[config.mk]
export PLATFORM = sky130hd
export DESIGN_NAME = alu_ctrl
export DESIGN_NICKNAME = d
export VERILOG_FILES = /design/src/rtl/alu_ctrl.sv
export SDC_FILE = /design/constraint.sdc
export NUM_CORES = 1
export LEC_CHECK = 0
export CAP_MARGIN = 25
export CORE_MARGIN = 5
export CORE_UTILIZATION = 52
export CTS_CLUSTER_SIZE = 30
export DETAILED_ROUTE_END_ITERATION = 10
export GPL_ROUTABILITY_DRIVEN = 0
export HOLD_SLACK_MARGIN = 0.03
export PLACE_DENSITY_LB_ADDON = 0.05
export SYNTH_ARGS = -nofsm -noshare
export SYNTH_HDL_FRONTEND = slang
export SYNTH_SLANG_ARGS = --single-unit
export TNS_END_PERCENT = 5
[constraint.sdc]
create_clock -name clk -period 4.7 [get_ports clk]
set_input_delay 0.94 -clock clk [delete_from_list [all_inputs] [get_ports clk]]
set_output_delay 0.94 -clock clk [all_outputs]
set_load 0.03 [all_outputs]
[src/rtl/alu_ctrl.sv]
// ALU sequencing controller: accepts an operation request and launches the ALU.
// It waits for the ALU to report ready, with a timeout, then pulses done.
// Outputs are decoded from the state and forced low while reset is asserted.
module alu_ctrl #(
    parameter int unsigned OPW     = 4,
    parameter int unsigned TIMEOUT = 15   // legal range 1..255
) (
    input  logic           clk,
    input  logic           reset,
    input  logic           start,
    input  logic [OPW-1:0] opcode,
    input  logic           ALU_ready,
    output logic           ALU_start,
    output logic [OPW-1:0] ALU_op,
    output logic           flags_we,
    output logic           busy,
    output logic           done,
    output logic           error
);

    typedef enum logic [1:0] {StIdle, StIssue, StWait, StDone} state_e;

    // Counter value seen in the final permitted WAIT cycle
    localparam logic [7:0] CntLast = 8'(TIMEOUT - 1);

    state_e           state_q, state_d;
    logic [7:0]       cnt_q;
    logic [OPW-1:0]   op_q;
    logic             error_q;
    logic             wait_expired;

    // Ready takes priority, so expiry only counts when ALU_ready is low
    assign wait_expired = (state_q == StWait) && !ALU_ready && (cnt_q == CntLast);

    // State register
    always_ff @(posedge clk) begin
        if (reset) begin
            state_q <= StIdle;
        end else begin
            state_q <= state_d;
        end
    end

    // Next-state decode
    always_comb begin
        state_d = state_q;
        case (state_q)
            StIdle:  if (start) state_d = StIssue;
            StIssue: state_d = StWait;
            StWait:  if (ALU_ready || wait_expired) state_d = StDone;
            StDone:  state_d = StIdle;
            default: state_d = StIdle;
        endcase
    end

    // Opcode capture, wait counter and sticky error flag
    always_ff @(posedge clk) begin
        if (reset) begin
            cnt_q   <= 8'd0;
            op_q    <= '0;
            error_q <= 1'b0;
        end else begin
            case (state_q)
                StIdle: begin
                    if (start) begin
                        op_q    <= opcode;
                        error_q <= 1'b0;
                    end
                end
                StIssue: cnt_q <= 8'd0;
                StWait: begin
                    if (wait_expired) begin
                        error_q <= 1'b1;
                    end else if (!ALU_ready) begin
                        cnt_q <= cnt_q + 8'd1;
                    end
                end
                default: ;
            endcase
        end
    end

    // Output decode; strobes are suppressed during reset so an aborted op leaves no trace
    always_comb begin
        ALU_start = 1'b0;
        flags_we  = 1'b0;
        busy      = 1'b0;
        done      = 1'b0;
        if (!reset) begin
            case (state_q)
                StIssue: begin
                    ALU_start = 1'b1;
                    busy      = 1'b1;
                end
                StWait: begin
                    flags_we = ALU_ready;
                    busy     = 1'b1;
                end
                StDone: begin
                    done = 1'b1;
                    busy = 1'b1;
                end
                default: ;
            endcase
        end
    end

    assign ALU_op = op_q;
    assign error  = error_q;

endmodule

==> flow_metrics.tcl, run 1 <==
set metrics [dict create \
    status "finished, final reports clean" \
    ios 17 \
    route.final.wire_length_um 1630 \
    p_per_area_nw_per_um2 381 \
    grt_pass1_vias 588 \
    vias 713 \
    path_clk_slew_ps 90 \
    rsz0062_at_grt "no" \
    fin_tns_setup_ps 0 \
    antenna_found_initial 0 \
    initial_core_util_pct 54.0 \
    relSlewSlack_pct 67.2 \
    ir_worst_vdd_uv 231 \
    finClkSkew_ps 1.26 \
    cts_tree "yes" \
    fp.dieH_um 49.3 \
    synthCells 97 \
    postLayoutCoreUtil_pct 66.6 \
    portBuffers 16 \
    synth.top_cells.by_area "dfxtp_1 (37%), ha_1 (11%), a21oi_1 (7.5%)" \
    synth-seq-area-share_pct 37.3 \
    area_growth_pct 23.3 \
    synthArstFlopShare_pct 0 \
    maxCapViolCount 0 \
    grtUsageTotal_pct 13.8 \
    yosys.area.top_type_share_pct 37.3 \
    critPathLaunchType "primary input" \
    core_area_um2 1490 \
    clk_path_buf_depth 2 \
    syn-cell-area_um2 805 \
    post_cts_buffers 0 \
    dieWidth_um 49.3 \
    via_per_inst 5.48 \
    grt_pass1_wl_um 2650 \
    cp.required_ps 3760 \
    rows 14 \
    grt_max_degree 16 \
    multiInputGateArea_um2 467 \
    fmax_mhz 289 \
    path_class "primary input to output pin" \
    ys_ff_latch 15 \
    hold_violations 0 \
    yosys.area.top_type "dfxtp_1" \
    hold_class "flop to flop" \
    synth_most_common_cell "dfxtp_1" \
    drtPass1Iterations 4 \
    slowest_stage "clkdlybuf4s50_1" \
    synthFlopType "dfxtp_1" \
    cp.arrival_ps 2520 \
    drv_slew 0 \
    path_cells "clkdlybuf4s50_1, nor2b_1, clkdlybuf4s50_1" \
    power_uw 378 \
    synthTopCellsByCount "dfxtp_1 (15), a21oi_1 (12), nor2_1 (8)" \
    dp_hpwl_um 1240 \
    ys_types 27 \
    drt_iter0_markers 9 \
    clkLatencyLatePin_ps 280 \
    clockRootBuffer "clkbuf_4" \
    cp_max_fo 15 \
    cts_sinks 15 \
    post_cts_resized 0 \
    ys_warn_count 0 \
    post_synth.cell_area_avg_um2 8.29 \
    slowest_delay_ps 700 \
    drive_gt1_share_pct 4.39 \
    synth_enable_flop_cells 0 \
    period_needed_ps 3460 \
    tightest_slew_ps 491 \
    gr-total-overflow 0 \
    avgRoutedWirePerCell_um 12.6 \
    cp_common_cell "clkdlybuf4s50_1" \
    antenna_left 0 \
    antenna_cells 0 \
    cp-end-kind "output pin" \
    p_leak_uw 0.000371 \
    syn_nets 112 \
    period_share_pct 73.7 \
    setup_viol 0 \
    holdBufCountCts 0 \
    dieArea_um2 2430 \
    fill_cells 130 \
    numCtsBuffers 3 \
    seq_area_um2 300 \
    drc 0 \
    nets 130 \
    h-tree-depth 1 \
]
[kinds of logic (layout without fill, tap and decap cells)]
family	after synthesis	count (layout)	share of synthesized area, %
DFF	15	15	37.3
adders and majority gates	7	7	10.9
AOI/OAI and AO/OA	22	22	16.0
muxes	2	2	2.49
and+or+nand+nor	43	43	28.6
buffers and inverters	8	25	4.66
[cell usage in the layout, fill, tap and decap left out]
cell,count
nand4_1,3
mux2i_1,2
o21ai_1,6
nor2b_1,5
a21oi_1,12
dfxtp_1,15
nand2b_1,2
or2_2,1
clkdlybuf4s50_1,16
o21a_1,1
nand2_1,7
or3_1,6
and2_1,1
nor2_1,8
nand4b_1,1
nand3_1,5
and3_1,1
a22oi_1,1
nor4_1,1
o41a_1,1
o22ai_2,1
clkbuf_1,1
nor3_1,1
ha_1,7
inv_1,5
or4b_1,1
clkbuf_4,3
[routing by layer]
metal / GRT usage (%) / up-vias / wire [um]
li1: - / 381 / -
met1: 18.5 / 309 / 765
met2: 20.4 / 19 / 743
met3: 4.28 / 4 / 100
met4: 5.38 / 0 / 22
met5: 0 / - / 0
[flip-flops by register name, indices dropped and copies added, names as in the netlist]
name / cells
state_q: 2
ALU_op: 4
error: 1
cnt_q: 8
[final timing paths]
check                           depth (start not counted)  slack (ps)                      to                    start
worst max-delay path                                    3        1240               ALU_start                    reset
worst min register to register                          2         460  ALU_op[0]$_SDFFE_PP0P_   ALU_op[0]$_SDFFE_PP0P_
worst max register to register                          6        2730   cnt_q[7]$_SDFFE_PP0P_  state_q[0]$_SDFFE_PP0P_
worst min-delay path                                    2         460  ALU_op[0]$_SDFFE_PP0P_   ALU_op[0]$_SDFFE_PP0P_
[area by class of cell]
cell class / instances / share of cell area, %
Multi-Input combinational cell: 74 / 47.0
Timing Repair Buffer: 16 / 16.1
Sequential cell: 15 / 30.3
Inverter: 5 / 1.89
Clock buffer: 4 / 2.65
Tap cell: 16 / 2.02
[stage by stage]
| stage | setup WS, ps | area, um^2 | hold slack [ps] | std cells |
|---|---|---|---|---|
| 2_1_floorplan | 2210 | 805 | 466 | 97 |
| 3_3_place_gp | 1290 | 966 | 442 | 126 |
| 3_5_place_dp | 1230 | 966 | 447 | 126 |
| 4_1_cts | 1210 | 992 | 459 | 130 |
| 5_1_grt | 1150 | 992 | 477 | 130 |
| 6_report | 1240 | 992 | 455 | 130 |
[worst max-delay path: cells and delay by family]
family / cells / cell delay, ps
buffers and inverters: 2 / 1360
AND/OR/NAND/NOR: 1 / 230
[power by group]
| group | leakage (uW) | internal, uW | switching, uW |
|---|---|---|---|
| logic | 0.000234 | 60.4 | 91.2 |
| registers | 0.000122 | 141 | 11.3 |
| clock network | 0.0000150 | 32.9 | 41.2 |
| total | 0.000371 | 234 | 144 |
Note: power is estimated with default switching activity, not from simulation.
==> inputs of run 2 (changes only) <==
--- a/config.mk
+++ b/config.mk
@@ -7,7 +7,7 @@
 export LEC_CHECK = 0
 export CAP_MARGIN = 25
 export CORE_MARGIN = 5
-export CORE_UTILIZATION = 52
+export CORE_UTILIZATION = 48
 export CTS_CLUSTER_SIZE = 30
 export DETAILED_ROUTE_END_ITERATION = 10
 export GPL_ROUTABILITY_DRIVEN = 0
==> constraint.sdc (replaced) <==
create_clock -name clk -period 3.51 [get_ports clk]
set_input_delay 0.702 -clock clk [delete_from_list [all_inputs] [get_ports clk]]
set_output_delay 0.702 -clock clk [all_outputs]
set_load 0.03 [all_outputs]
==> flow_metrics.tcl, run 2 (synthesis results as in run 1) <==
set metrics [dict create \
    status "finished, final reports clean" \
    p_switching_uw 197 \
    ir_worst_vdd_uv 312 \
    rsz0062_at_grt "no" \
    cts_tree "yes" \
    p_leak_uw 0.000371 \
    cp-end-kind "output pin" \
    gr-total-overflow 0 \
    hold_class "flop to flop" \
    core_area_um2 1540 \
    switching_share_pct 38.6 \
    clockRootBuffer "clkbuf_4" \
    area_growth_pct 23.3 \
    use_met1_pct 18.8 \
    comb_power_share_pct 40.3 \
    dp_hpwl_um 1260 \
    worst_slack_ps 530 \
    period_needed_ps 2980 \
    hold_violations 0 \
    fin_tns_setup_ps 0 \
    grtUsageMet3_pct 4.94 \
    via_per_inst 5.62 \
    dp_slack_ps 525 \
    antenna_cells 0 \
    drc 0 \
    drt_iter0_markers 6 \
    drtPass1Iterations 4 \
    initial_core_util_pct 52.2 \
    route.final.wire_length_um 1690 \
    dieArea_um2 2590 \
    regMostFlops "cnt_q" \
    relSlewSlack_pct 66.2 \
    antenna_left 0 \
    fp.dieH_um 50.9 \
    clkPwrFrac_pct 19.8 \
    postLayoutCoreUtil_pct 64.4 \
    finClkSkew_ps 2.96 \
    met2_usage_pct 21.9 \
    largest_reg_flops 8 \
    path_clk_slew_ps 90 \
    holdBufCountCts 0 \
    grt_max_degree 16 \
    post_cts_buffers 0 \
    final_common_cell "clkdlybuf4s50_1" \
    grt_pass1_vias 687 \
    critPathLaunchType "primary input" \
    path_class "primary input to output pin" \
    post_cts_resized 0 \
    fmax_mhz 336 \
    drv_slew 0 \
    ios 17 \
    p_per_area_nw_per_um2 515 \
    final_cell_mix "clkdlybuf4s50_1 (16), dfxtp_1 (15), a21oi_1 (12)" \
    antenna_found_initial 0 \
    cp_max_fo 15 \
    period_share_pct 84.9 \
    avgRoutedWirePerCell_um 13.0 \
    vias 730 \
    power_uw 511 \
    clk_path_buf_depth 2 \
    tightest_slew_ps 507 \
    drive_gt1_share_pct 4.39 \
    setup_viol 0 \
    portBuffers 16 \
    rows 14 \
    numCtsBuffers 3 \
    p_int_uw 314 \
    cts_sinks 15 \
    h-tree-depth 1 \
    fill_cells 153 \
    cp.arrival_ps 2280 \
    grtUsageTotal_pct 14.7 \
    seqPwrFrac_pct 39.9 \
    top_usage_layer "met2" \
    dieWidth_um 50.9 \
    maxCapViolCount 0 \
    cp.required_ps 2810 \
    grt_pass1_wl_um 2940 \
    clkLatencyLatePin_ps 280 \
    nets 130 \
]
==> run 2: cell counts in the layout (fill, tap and decap cells not counted) <==
No cell type changed its count.
==> run 2: worst max-delay path: stages <==
cell             delay [ps]
clkdlybuf4s50_1         640
nor2_1                  220
clkdlybuf4s50_1         710
==> run 2: power by group through the flow <==
stage / clock network (uW) / logic [uW] / registers, uW
3_3_place_gp: 0 / 203 / 208
6_report: 101 / 206 / 204
5_1_grt: 118 / 227 / 208
3_5_place_dp: 0 / 206 / 209
2_1_floorplan: 0 / 135 / 223
4_1_cts: 106 / 208 / 204
==> run 2: per-layer routing <==
metal	routed length, um	vias to the layer above
met1	785	334
met3	85	4
met4	27	0
met5	0	-
met2	789	17
li1	-	375
==> run 2: area by class of cell <==
cell class	count	area (um^2)	share of cell area, %
Multi-Input combinational cell	74	467	47.0
Inverter	5	18.8	1.89
Sequential cell	15	300	30.3
Timing Repair Buffer	16	160	16.1
Tap cell	16	20.0	2.02
Clock buffer	4	26.3	2.65
==> run 2: worst paths after layout <==
path,to,cells after the start,slack (ps),from
worst min-delay path,ALU_op[0]$_SDFFE_PP0P_,2,460,ALU_op[0]$_SDFFE_PP0P_
worst min register to register,ALU_op[0]$_SDFFE_PP0P_,2,460,ALU_op[0]$_SDFFE_PP0P_
worst max-delay path,busy,3,530,reset
worst max register to register,cnt_q[7]$_SDFFE_PP0P_,6,1520,state_q[0]$_SDFFE_PP0P_
==> run 2: metrics by stage <==
| step | std cells | cell area (um^2) | hold slack, ps |
|---|---|---|---|
| 4_1_cts | 130 | 992 | 460 |
| 3_5_place_dp | 126 | 966 | 446 |
| 2_1_floorplan | 97 | 805 | 466 |
| 6_report | 130 | 992 | 458 |
| 3_3_place_gp | 126 | 966 | 442 |
| 5_1_grt | 130 | 992 | 488 |
